<file path="config.mk">
export PLATFORM = sky130hd
export DESIGN_NAME = reg_file_sb
export DESIGN_NICKNAME = d
export VERILOG_FILES = /design/src/rtl/reg_file_sb.sv
export SDC_FILE = /design/constraint.sdc
export NUM_CORES = 2
export LEC_CHECK = 0
export CORE_UTILIZATION = 30
export CTS_CLUSTER_DIAMETER = 30
export CTS_CLUSTER_SIZE = 40
export DETAILED_ROUTE_END_ITERATION = 7
export MAX_ROUTING_LAYER = met4
export PLACE_DENSITY = 0.45
export SYNTH_ARGS = -nofsm -noshare
export SYNTH_HDL_FRONTEND = slang
export SYNTH_SLANG_ARGS = --single-unit
</file>
<file path="constraint.sdc">
create_clock -name clk -period 4.1 [get_ports clk]
set_input_delay 0.615 -clock clk [delete_from_list [all_inputs] [get_ports clk]]
set_output_delay 0.615 -clock clk [all_outputs]
set_load 0.03 [all_outputs]
</file>
<file path="src/rtl/reg_file_sb.sv">
`default_nettype none
// ============================================================================
//  Module      : reg_file_sb
//  Description : Parametrised register file with a per-register scoreboard.
//                NUM_RD asynchronous read ports, one synchronous write port,
//                optional write-to-read bypass, and a busy-bit scoreboard
//                that decode sets (reserve) and writeback clears (write).
//  Revision    : 1.0 - initial release
// ----------------------------------------------------------------------------
//  Ports
//    clk         in   1              clock, all state updates on posedge
//    rstn        in   1              asynchronous active-low reset
//    rd_addr_i   in   NUM_RD*ADDR_W  read addresses, port i at [i*ADDR_W +: ADDR_W]
//    rd_data_o   out  NUM_RD*DATA_W  read data, port i at [i*DATA_W +: DATA_W]
//    rd_busy_o   out  NUM_RD         port i's register has a pending write
//    wr_en_i     in   1              writeback write enable
//    wr_addr_i   in   ADDR_W         write address
//    wr_data_i   in   DATA_W         write data
//    rsv_en_i    in   1              reserve rsv_addr_i (mark busy)
//    rsv_addr_i  in   ADDR_W         register to reserve
//    flush_i     in   1              clear every busy bit, data untouched
//    busy_cnt_o  out  ADDR_W+1       registered population count of busy bits
// ============================================================================
module reg_file_sb #(
    parameter int DATA_W   = 32,
    parameter int ADDR_W   = 5,
    parameter int NUM_RD   = 2,
    parameter int ZERO_REG = 1,
    parameter int BYPASS   = 1
) (
    input  logic                       clk,
    input  logic                       rstn,
    input  logic [NUM_RD*ADDR_W-1:0]   rd_addr_i,
    output logic [NUM_RD*DATA_W-1:0]   rd_data_o,
    output logic [NUM_RD-1:0]          rd_busy_o,
    input  logic                       wr_en_i,
    input  logic [ADDR_W-1:0]          wr_addr_i,
    input  logic [DATA_W-1:0]          wr_data_i,
    input  logic                       rsv_en_i,
    input  logic [ADDR_W-1:0]          rsv_addr_i,
    input  logic                       flush_i,
    output logic [ADDR_W:0]            busy_cnt_o
);

    localparam int c_depth  = 1 << ADDR_W;
    localparam bit c_zero   = (ZERO_REG != 0);
    localparam bit c_bypass = (BYPASS != 0);

    logic [DATA_W-1:0]  mem_q [c_depth];
    logic [c_depth-1:0] busy_q;
    logic [c_depth-1:0] busy_d;
    logic [ADDR_W:0]    busy_cnt_q;
    logic [ADDR_W:0]    busy_cnt_d;

    logic               w_wr_ok;
    logic               w_rsv_ok;

    // Register 0 is hard-wired when ZERO_REG is set: it never takes a write
    // and never becomes busy.
    assign w_wr_ok  = wr_en_i  && !(c_zero && (wr_addr_i  == '0));
    assign w_rsv_ok = rsv_en_i && !(c_zero && (rsv_addr_i == '0));

    // ------------------------------------------------------------------------
    // Read ports
    // ------------------------------------------------------------------------
    for (genvar i = 0; i < NUM_RD; i++) begin : g_rd
        logic [ADDR_W-1:0] w_addr;
        logic              w_hit;
        logic [DATA_W-1:0] w_data;
        logic              w_busy;

        assign w_addr = rd_addr_i[i*ADDR_W +: ADDR_W];
        // w_wr_ok already excludes register 0 when it is hard-wired.
        assign w_hit  = c_bypass && w_wr_ok && (wr_addr_i == w_addr);

        always_comb begin
            w_data = mem_q[w_addr];
            w_busy = busy_q[w_addr];
            if (!rstn || (c_zero && (w_addr == '0))) begin
                // Held in reset the outputs read zero even if a write is
                // presented, so the bypass path is masked as well.
                w_data = '0;
                w_busy = 1'b0;
            end else if (w_hit) begin
                // The producer is delivering now, so the value is no longer
                // pending from the consumer's point of view.
                w_data = wr_data_i;
                w_busy = 1'b0;
            end
        end

        assign rd_data_o[i*DATA_W +: DATA_W] = w_data;
        assign rd_busy_o[i]                  = w_busy;
    end

    // ------------------------------------------------------------------------
    // Scoreboard next state: write-clear, then reserve, then flush, so the
    // later assignment wins (flush > reserve > write-clear).
    // ------------------------------------------------------------------------
    always_comb begin
        busy_d = busy_q;
        if (w_wr_ok) begin
            busy_d[wr_addr_i] = 1'b0;
        end
        if (w_rsv_ok) begin
            busy_d[rsv_addr_i] = 1'b1;
        end
        if (flush_i) begin
            busy_d = '0;
        end
    end

    // The count is taken from the current busy bits and registered, so it
    // trails the scoreboard by one cycle and stays off the read timing path.
    always_comb begin
        busy_cnt_d = '0;
        for (int k = 0; k < c_depth; k++) begin
            busy_cnt_d = busy_cnt_d + {{ADDR_W{1'b0}}, busy_q[k]};
        end
    end

    always_ff @(posedge clk or negedge rstn) begin
        if (!rstn) begin
            busy_q     <= '0;
            busy_cnt_q <= '0;
        end else begin
            busy_q     <= busy_d;
            busy_cnt_q <= busy_cnt_d;
        end
    end

    // ------------------------------------------------------------------------
    // Storage. Flush does not touch data, so a write on a flush edge lands.
    // ------------------------------------------------------------------------
    always_ff @(posedge clk or negedge rstn) begin
        if (!rstn) begin
            for (int k = 0; k < c_depth; k++) begin
                mem_q[k] <= '0;
            end
        end else if (w_wr_ok) begin
            mem_q[wr_addr_i] <= wr_data_i;
        end
    end

    assign busy_cnt_o = busy_cnt_q;

endmodule
`default_nettype wire

</file>
==> flow_metrics.tcl <==
set metrics [dict create \
    status "complete, but fails checks" \
    failing_checks "negative setup slack" \
    layout_setup_ws_ns -0.361 \
    cts_inserted_buffers 299 \
    slew_headroom 0.285 \
    viasPerCell 5.55 \
    cts_max_path_buffers 4 \
    fin_total_pwr_w 0.0440 \
    fp.dieH_um 445 \
    synth_largest_area_cell "dfrtp_1" \
    totalWireLength_um 237000 \
    path_max_fanout 2 \
    gr-usage-all-layers 0.245 \
    initial_core_util 0.302 \
    ff2ff_path_depth 15 \
    num-nets-final 4723 \
    clk_root_buffer_cell "clkbuf_16" \
    num_rows 162 \
    synth-edff-count 0 \
    gp_routability_congestion 0.821 \
    fmaxAchievable_ghz 0.224 \
    drt-initial-drc-count 3008 \
    post-synth-top-area-fraction 0.451 \
    worst-path-buf-inv 4 \
    synthArstFlopShare 1.00 \
    ioPinCount 129 \
    dominantRegCellSynth "dfrtp_1" \
    netlist-cell-type-count 60 \
    htree_num_levels 5 \
    cts_tree "yes" \
    power_density_relative_to_cell_area_mw_per_mm2 582 \
    post_synthesis_sequential_area_ratio 0.451 \
    setup_violations 5 \
    preCtsSetupSlack_ns -0.381 \
    timing.critical_path.arrival_ns 5.23 \
    syn_area_mm2 0.0589 \
    grt_max_degree 161 \
    drive_gt1_frac 0.463 \
    rsz0062_at_grt "true" \
    timing.final.hold_violations 0 \
    transition_time_of_the_tightest_slew_check_pin_ns 1.07 \
    cell_count_of_the_worst_hold_path 0 \
    ordered_list_of_cells_on_the_worst_path "inv_2, fa_1, fa_1, fa_1, fa_1, fa_1, fa_1, inv_1, ha_2, inv_2, fa_2, inv_1, a21o_1, a21oi_2, xnor2_1" \
    crit_type "reg2reg" \
    area_delta_synth_final_pct 28.3 \
    finalWorstPathRequiredPeriod_ns 4.46 \
    detail_route.first_pass.iterations 6 \
    critical_path_required_ns 4.86 \
    chipWidth_um 445 \
    grt_first_pass_wirelength_um 339000 \
    via_count_of_the_first_global_routing_pass 43302 \
    clkSlewWorstSetupHoldPaths_ns 0.05 \
    number_of_standard_cells_after_synthesis 4358 \
    syn_avg_cell_area_um2 13.5 \
    routed_wire_length_per_instance_um 31.7 \
    drc_errors 0 \
    drv_cap 0 \
    leakage_power_of_the_design_nw 33.8 \
    clock-sinks 1062 \
    timing.critical_path.to_type "flip-flop" \
    ys.warnings.count 0 \
    rrSetupSlack_ns -0.36 \
    slowest_delay_ns 0.59 \
    synth.net_count 4446 \
    vias 41454 \
    timing.critical_path.mode_cell "fa_1" \
    gr-total-overflow 0 \
    coreArea_mm2 0.195 \
    class_of_the_tightest_hold_or_removal_check "reg2reg" \
    post-place-cells 6955 \
    layout.cells.most_common "dfrtp_1" \
    post_detailed_route_count_of_antenna_violating_nets 0 \
    synth-seq-cells 1062 \
    io_buffers 128 \
    dieArea_mm2 0.198 \
    final.period_utilization 1.09 \
    layoutNonFillerInstCount 7473 \
    antenna_found_initial 10 \
    insertion_delay_ns 0.88 \
    critical_path.slowest_cell "fa_1" \
    final_core_utilization 0.388 \
    synth.area.top_cells "dfrtp_1 (45%), mux2_2 (19%), mux4_2 (11%), mux2i_1 (8.9%), a22oi_1 (1.5%)" \
    timing.critical_path.max_delay_family "adder cells" \
    worst_vdd_ir_mv 0.469 \
    detailed_place_hpwl_um 143000 \
    setup.worst_path.start_class "flip-flop" \
    crit_cells 15 \
    skew_ns 0.0177 \
    layout_common_cells "dfrtp_1 (1062), mux2_2 (1005), mux2i_1 (523)" \
    slew_viol_final 0 \
]
timing repair:
action	CTS	global route
pin swaps	6	1
setup buffers	2	0
setup endpoints to repair	5	7
endpoints found under the hold margin	67	0
resized for setup	3	7
hold buffers	1	0
final timing paths:
kind,end,from
setup / recovery,busy_cnt_o[4],busy_q[27]
hold / removal,mem_q[995],mem_q[995]
setup reg to reg,busy_cnt_o[4],busy_q[27]
hold reg to reg,mem_q[995],mem_q[995]
max in group asynchronous,mem_q[2],rstn
min in group asynchronous,mem_q[948],rstn
registers in the layout, indices dropped and copies added, names as in the netlist:
| name | flops |
|---|---|
| busy_q | 32 |
| mem_q | 1024 |
| busy_cnt_o | 6 |
power by group:
| part | internal, W | total, W | switching [W] |
|---|---|---|---|
| clock | 0.0165 | 0.0233 | 0.00675 |
| sequential | 0.0125 | 0.0139 | 0.00144 |
| combinational | 0.00378 | 0.00680 | 0.00301 |
per-layer routing:
metal / global-route usage / share of wire
met5: - / 0
met4: 0.0837 / 0.034
met3: 0.0406 / 0.053
met2: 0.383 / 0.47
met1: 0.323 / 0.44
final cells by class:
class	instances	area [um2]
clock buffer	412	8700
multi-input combinational	2776	30300
inverter	53	200
fill	18374	119000
antenna	5	12.5
clock inverter	98	1350
tap	2624	3280
sequential	1062	26600
timing repair buffer	443	5180
through the flow:
stage	TNS, ns	cell area, um2	hold WS, ns
final	-1.40	75600	0.390
after global routing	-2.20	75600	0.405
after CTS	-1.38	75600	0.394
after floorplan	-0.541	58900	0.319
after detailed placement	-1.62	65500	0.384
after global placement	-1.68	65500	0.377
synth_stat cells (8+ instances only):
master     number
dfrtp_1      1062
mux2_2       1005
mux2i_1       523
mux4_2        287
clkbuf_1      229
nand2_1       158
buf_2         149
a22oi_1       119
a21oi_1        86
a22o_1         65
nor2_1         60
inv_1          51
a221oi_1       49
buf_4          48
nor2b_1        44
a221o_1        36
mux2_4         29
nand3_1        29
buf_1          26
nor3_1         25
o2111ai_1      25
fa_1           24
nand2b_1       23
a211oi_1       20
o22ai_1        19
a2111oi_0      14
buf_6          14
nand4_1        13
xnor2_1        13
a2bb2oi_1      11
a31oi_1        11
o211ai_1        9
o221ai_1        9
a21o_1          8
and2_1          8
cells by family after synthesis:
kind of cell	count (synthesis)	synth area share
flip-flops	1062	0.451
multiplexers	1853	0.401
XOR/XNOR	13	0.00193
buffers and inverters	520	0.0411
adder cells (fa/ha/maj)	31	0.00964
AO/OA/AOI/OAI	496	0.0640
AND/OR/NAND/NOR	383	0.0311
Power figures use the tool's default switching activity.
